<file path="config.mk">
export PLATFORM = sky130hd
export DESIGN_NAME = mem_stage_access
export DESIGN_NICKNAME = d
export VERILOG_FILES = /design/src/rtl/mem_stage_access.sv
export SDC_FILE = /design/constraint.sdc
export NUM_CORES = 1
export LEC_CHECK = 0
export ABC_AREA = 1
export ABC_CLOCK_PERIOD_IN_PS = 1440
export BUFFER_PORTS_ARGS = -buffer_cell sky130_fd_sc_hd__buf_2
export CORE_MARGIN = 1.5
export CORE_UTILIZATION = 39
export CTS_CLUSTER_SIZE = 25
export DETAILED_ROUTE_END_ITERATION = 12
export PLACE_DENSITY = 0.77
export RECOVER_POWER = 50
export SLEW_MARGIN = 20
export SYNTH_ARGS = -nofsm -noshare
export SYNTH_HDL_FRONTEND = slang
export SYNTH_SLANG_ARGS = --single-unit
</file>
<file path="constraint.sdc">
create_clock -name clk -period 1.44 [get_ports clk]
set_clock_uncertainty 0.05 [all_clocks]
set_input_delay 0.144 -clock clk [delete_from_list [all_inputs] [get_ports clk]]
set_output_delay 0.144 -clock clk [all_outputs]
set_load 0.005 [all_outputs]
</file>
<file path="src/rtl/mem_stage_access.sv">
// mem_stage_access: MEM-stage data-memory engine between EX/MEM and MEM/WB; `define MEM_FWD_EN adds a forwarding bus.
// Latency: 1 negedge for non-memory entries; memory ops load MEM/WB on the ack negedge (same-cycle ack = no stall).
// Backpressure: stall_EX holds EX/MEM until dmem_ack or a MAX_WAIT timeout abort.
module mem_stage_access #(
  parameter int ADDR_W   = 16,
  parameter int DATA_W   = 16,
  parameter int MAX_WAIT = 15
) (
  input  logic              clk,
  input  logic              resetn,
  input  logic              in_Validity,
  input  logic [ADDR_W-1:0] in_M_addr,
  input  logic [DATA_W-1:0] in_ANS_LHI_PC1,
  input  logic [DATA_W-1:0] in_Data_in,
  input  logic [2:0]        in_RDest,
  input  logic              in_mem_ans,
  input  logic              in_W_mem,
  input  logic              in_W_reg,
  input  logic              in_stop,
  input  logic [15:0]       in_pc,
  output logic              dmem_req,
  output logic              dmem_we,
  output logic [ADDR_W-1:0] dmem_addr,
  output logic [DATA_W-1:0] dmem_wdata,
  input  logic [DATA_W-1:0] dmem_rdata,
  input  logic              dmem_ack,
  output logic              stall_EX,
  output logic [DATA_W-1:0] out_WB_data,
  output logic [2:0]        out_RDest,
  output logic              out_W_reg,
  output logic              out_stop,
  output logic [15:0]       out_pc,
  output logic              out_Validity_MEM_WB,
  output logic              out_mem_err,
  output logic              fwd_valid,
  output logic [2:0]        fwd_rdest,
  output logic [DATA_W-1:0] fwd_data
);

  typedef enum logic {IDLE, ACCESS} state_t;

  typedef struct packed {
    logic              vld;
    logic [DATA_W-1:0] wb_dat;
    logic [2:0]        rdest;
    logic              w_reg;
    logic              stop;
    logic [15:0]       pc;
  } memwb_t;

  localparam logic [7:0] WAIT_LIM = 8'(MAX_WAIT);

  state_t     state, state_nxt;
  logic [7:0] wait_cnt, wait_cnt_nxt;
  logic       mem_op;
  logic       req_c, stall_c;
  logic       done_vld, abort_vld;
  logic       mem_err;
  memwb_t     mw, mw_nxt;

  assign mem_op = in_Validity & (in_mem_ans | in_W_mem);

  always_comb begin
    state_nxt    = state;
    wait_cnt_nxt = wait_cnt;
    req_c        = 1'b0;
    stall_c      = 1'b0;
    done_vld     = 1'b0;
    abort_vld    = 1'b0;
    case (state)
      IDLE: begin
        if (mem_op) begin
          req_c = 1'b1;
          if (dmem_ack) begin
            done_vld = 1'b1;
          end else begin
            stall_c      = 1'b1;
            state_nxt    = ACCESS;
            wait_cnt_nxt = 8'd0;
          end
        end
      end
      ACCESS: begin
        req_c = 1'b1;
        if (dmem_ack) begin
          done_vld     = 1'b1;
          state_nxt    = IDLE;
          wait_cnt_nxt = 8'd0;
        end else if (wait_cnt == WAIT_LIM - 8'd1) begin
          // Abort cycle is the entry's last: release EX/MEM so it is not re-issued.
          abort_vld    = 1'b1;
          state_nxt    = IDLE;
          wait_cnt_nxt = 8'd0;
        end else begin
          stall_c      = 1'b1;
          wait_cnt_nxt = wait_cnt + 8'd1;
        end
      end
      default: state_nxt = IDLE;
    endcase
  end

  // Reset must kill the request and stall immediately, not at the next edge.
  assign dmem_req   = resetn & req_c;
  assign stall_EX   = resetn & stall_c;
  assign dmem_we    = dmem_req & in_W_mem;
  assign dmem_addr  = dmem_req ? in_M_addr : '0;
  assign dmem_wdata = dmem_req ? in_Data_in : '0;

  always_comb begin
    mw_nxt = mw;
    if (done_vld) begin
      mw_nxt.vld    = 1'b1;
      mw_nxt.wb_dat = in_mem_ans ? dmem_rdata : in_ANS_LHI_PC1;
      mw_nxt.rdest  = in_RDest;
      mw_nxt.w_reg  = in_W_reg;
      mw_nxt.stop   = in_stop;
      mw_nxt.pc     = in_pc;
    end else if (abort_vld) begin
      mw_nxt.vld    = 1'b1;
      mw_nxt.wb_dat = '0;
      mw_nxt.rdest  = in_RDest;
      mw_nxt.w_reg  = 1'b0;
      mw_nxt.stop   = in_stop;
      mw_nxt.pc     = in_pc;
    end else if (in_Validity & ~mem_op) begin
      mw_nxt.vld    = 1'b1;
      mw_nxt.wb_dat = in_ANS_LHI_PC1;
      mw_nxt.rdest  = in_RDest;
      mw_nxt.w_reg  = in_W_reg;
      mw_nxt.stop   = in_stop;
      mw_nxt.pc     = in_pc;
    end else begin
      // Bubbles and stalled cycles: invalidate control, keep data and pc.
      mw_nxt.vld    = 1'b0;
      mw_nxt.rdest  = 3'd0;
      mw_nxt.w_reg  = 1'b0;
      mw_nxt.stop   = 1'b0;
    end
  end

  always_ff @(negedge clk or negedge resetn) begin
    if (!resetn) begin
      state    <= IDLE;
      wait_cnt <= 8'd0;
      mw       <= '0;
      mem_err  <= 1'b0;
    end else begin
      state    <= state_nxt;
      wait_cnt <= wait_cnt_nxt;
      mw       <= mw_nxt;
      mem_err  <= mem_err | abort_vld;
    end
  end

  assign out_WB_data         = mw.wb_dat;
  assign out_RDest           = mw.rdest;
  assign out_W_reg           = mw.w_reg;
  assign out_stop            = mw.stop;
  assign out_pc              = mw.pc;
  assign out_Validity_MEM_WB = mw.vld;
  assign out_mem_err         = mem_err;

`ifdef MEM_FWD_EN
  assign fwd_valid = mw.vld & mw.w_reg;
  assign fwd_rdest = mw.rdest;
  assign fwd_data  = mw.wb_dat;
`else
  assign fwd_valid = 1'b0;
  assign fwd_rdest = 3'd0;
  assign fwd_data  = '0;
`endif

endmodule

</file>
==> flow_summary.ini <==
[finish]
final_layout_size_suffix_gt1_share_pct = 49.2
utilization_pct = 71.0
nets = 758
antenna_cells = 0
area_growth_pct = 74.5

[timing]
hold_violations = 0
finalWorstSetupSlack_ns = -0.896
maxSlewViolCount = 0
whs_ns = 0.294
grt_setup_unrepaired = true
setup_violations = 121

[routing]
dr.first_iter.drc_count = 141
routed_via_density = 4.67
drc = 0
via_count = 3572
finalWirelength_mm = 9.96
firstDrtPassIters = 5
wl_per_cell_um = 13.0
drtAntennaViolNets = 0

[clock_network]
clock_sinks = 48
cts_made_buffers = 5
cts-htree-levels = 2
root_buffer = clkbuf_8
ctsHoldBuffers = 0
clk_pin_slew_ns = 0.06
worstSkewPairLatency_ns = 0.30
cts_tree = yes
clockBufferDepth = 2

[placement]
gp_congestion = 0.893
pre_cts_slack_ns = -0.572
hpwl_mm = 6.61
port_buffers = 164

[grt]
gr-usage-all-layers_pct = 23.1
antenna_found_initial = 0
grt_overflow = 0
grt_pass1_wl_mm = 15.6
grt_pass1_vias = 3228
grt_max_degree = 35

[synthesis]
synth_enable_flop_cells = 0
yosysMostFrequentCell = nand2_1
yosysSeqAreaShare_pct = 40.3
syn_area_mm2 = 0.00298
synth_area_leaders = dfrtn_1, nand2_1, inv_1
synth_commonest_cells = nand2_1, inv_1, dfrtn_1
async_flop_share_pct = 100
synth_cell_types = 26
synth-main-ff-cell = dfrtn_1
synthCells = 430
ys_ff_latch = 48
yosysTopAreaCell = dfrtn_1
syn_avg_cell_area_um2 = 6.94
synth_warnings = 0
synth.top_cell.area_share_pct = 40.3

[pwr]
power_frac_comb_pct = 39.0
p_clk_share_pct = 22.9
power.density_mw_per_mm2 = 845
p_sw_w = 0.00141
power_leakage_nw = 3.03
internal_power_w = 0.00299
p_sw_share_pct = 32.1
peakVddDrop_v = 0.000445
seq_power_share_pct = 38.1

[floorplan]
row_count = 31
die_y_um = 90.5
coreArea_mm2 = 0.00733
initial_core_util_pct = 40.7
ios = 185
die_x_um = 90.5
die_area_mm2 = 0.00819

[worst_setup_path]
crit_buf_inv = 1
cpMaxStageDelayCell = dfrtn_1
crit_required_ns = 1.25
crit_top_cell = nand2_2
crit_type = reg -> out
critPathMaxFanout = 2
end_kind = output pin
slowest_delay_ns = 0.43
critical_path.top_delay_family = flip-flops
cp.arrival_ns = 2.14
worstPathCellList = ha_2 > nand2_1 > nor2_2 > nand2_2 > nand2_2 > a21boi_2 > buf_2
cp-start-kind = register

[run]
cap_violations = 0

[outcome]
status = finished with violations
violations = setup timing

[worst_hold_path]
hp-class = in -> async
[path summary, 6_finish.rpt]
check                      cells after the start  slack, ns               startpoint                      end
max                                            7      -0.90  wait_cnt[1]$_DFFE_NN0P_                 stall_EX
min                                            1       0.29                   resetn  wait_cnt[4]$_DFFE_NN0P_
max reg2reg                                   10      -0.49  wait_cnt[1]$_DFFE_NN0P_   out_pc[14]$_DFFE_NN0P_
min reg2reg                                    2       0.37    out_mem_err$_DFF_NN0_    out_mem_err$_DFF_NN0_
max in group asynchronous                      2       0.51                   resetn    out_pc[6]$_DFFE_NN0P_
min in group clk                               2       0.37    out_mem_err$_DFF_NN0_    out_mem_err$_DFF_NN0_
[kinds of logic after synthesis]
| family | count (synthesis) | synth area share (%) |
|---|---|---|
| DFF | 48 | 40.3 |
| xor gates and xnor gates | 1 | 0.294 |
| AOI/OAI and AO/OA | 28 | 5.49 |
| adders and majority gates | 2 | 0.838 |
| and+or+nand+nor | 241 | 35.1 |
| other | 1 | 0.126 |
| buffers and inverters | 109 | 17.9 |
[layout by cell type, fill, tap and decap left out, types with 2 or more instances in the layout]
master | synthesis | layout
nand2_4 | 2 | 3
inv_2 | 2 | 4
a21oi_2 | 0 | 2
buf_8 | 0 | 3
nand3_1 | 36 | 34
nor2_4 | 0 | 33
o21ai_1 | 16 | 9
buf_6 | 3 | 17
clkinvlp_4 | 0 | 2
o22ai_2 | 0 | 2
nor2_1 | 40 | 5
clkbuf_16 | 0 | 3
inv_1 | 66 | 63
buf_16 | 0 | 5
o21ai_2 | 1 | 9
buf_2 | 8 | 161
nand2_1 | 138 | 132
buf_12 | 0 | 7
nand4_1 | 20 | 20
dfrtn_1 | 48 | 48
buf_4 | 25 | 52
clkbuf_8 | 0 | 5
o21ai_4 | 1 | 2
nor2_2 | 0 | 2
conb_1 | 1 | 20
nand3_2 | 2 | 4
nand2_2 | 0 | 5
[final cells by class]
| type | instances | area, µm² |
|---|---|---|
| Inverter | 68 | 259 |
| Clock inverter | 3 | 46.3 |
| Timing Repair Buffer | 249 | 1820 |
| Tap cell | 99 | 124 |
| Clock buffer | 5 | 68.8 |
| Multi-Input combinational cell | 293 | 1690 |
| Fill cell | 555 | 2120 |
| Sequential cell | 48 | 1200 |
[timing repair]
action | 4_1_cts | 5_1_grt
cloned | 8 | 4
gates resized for setup | 24 | 37
pin swaps | 1 | 9
endpoints found under the setup margin | 121 | 122
buffers inserted | 14 | 18
[per-stage QoR]
stage	area, µm²	instances	TNS, ns	power (W)
2_1_floorplan	3390	449	-36.28	0.00240
3_3_place_gp	4380	714	-40.74	0.00292
3_5_place_dp	4380	714	-43.76	0.00296
4_1_cts	4870	744	-61.27	0.00421
5_1_grt	5210	765	-73.24	0.00465
6_report	5210	765	-67.38	0.00440
[power groups by stage]
| stage | Combinational [W] | Clock (W) | Sequential, W |
|---|---|---|---|
| 6_report | 0.00172 | 0.00101 | 0.00168 |
| 5_1_grt | 0.00187 | 0.00108 | 0.00170 |
| 4_1_cts | 0.00152 | 0.00102 | 0.00167 |
| 3_5_place_dp | 0.00127 | 0 | 0.00169 |
| 3_3_place_gp | 0.00123 | 0 | 0.00169 |
| 2_1_floorplan | 0.000698 | 0 | 0.00170 |
[routing by layer]
layer,wire (µm),global-route usage (%),vias to the layer above,part of all wire [%]
met5,0,0,-,0
met4,105,4.50,0,1.1
met3,655,3.96,11,6.6
met2,5330,44.6,177,54
met1,3870,26.3,1629,39
li1,-,-,1755,-
No activity file was read; power rests on OpenSTA's default activity.
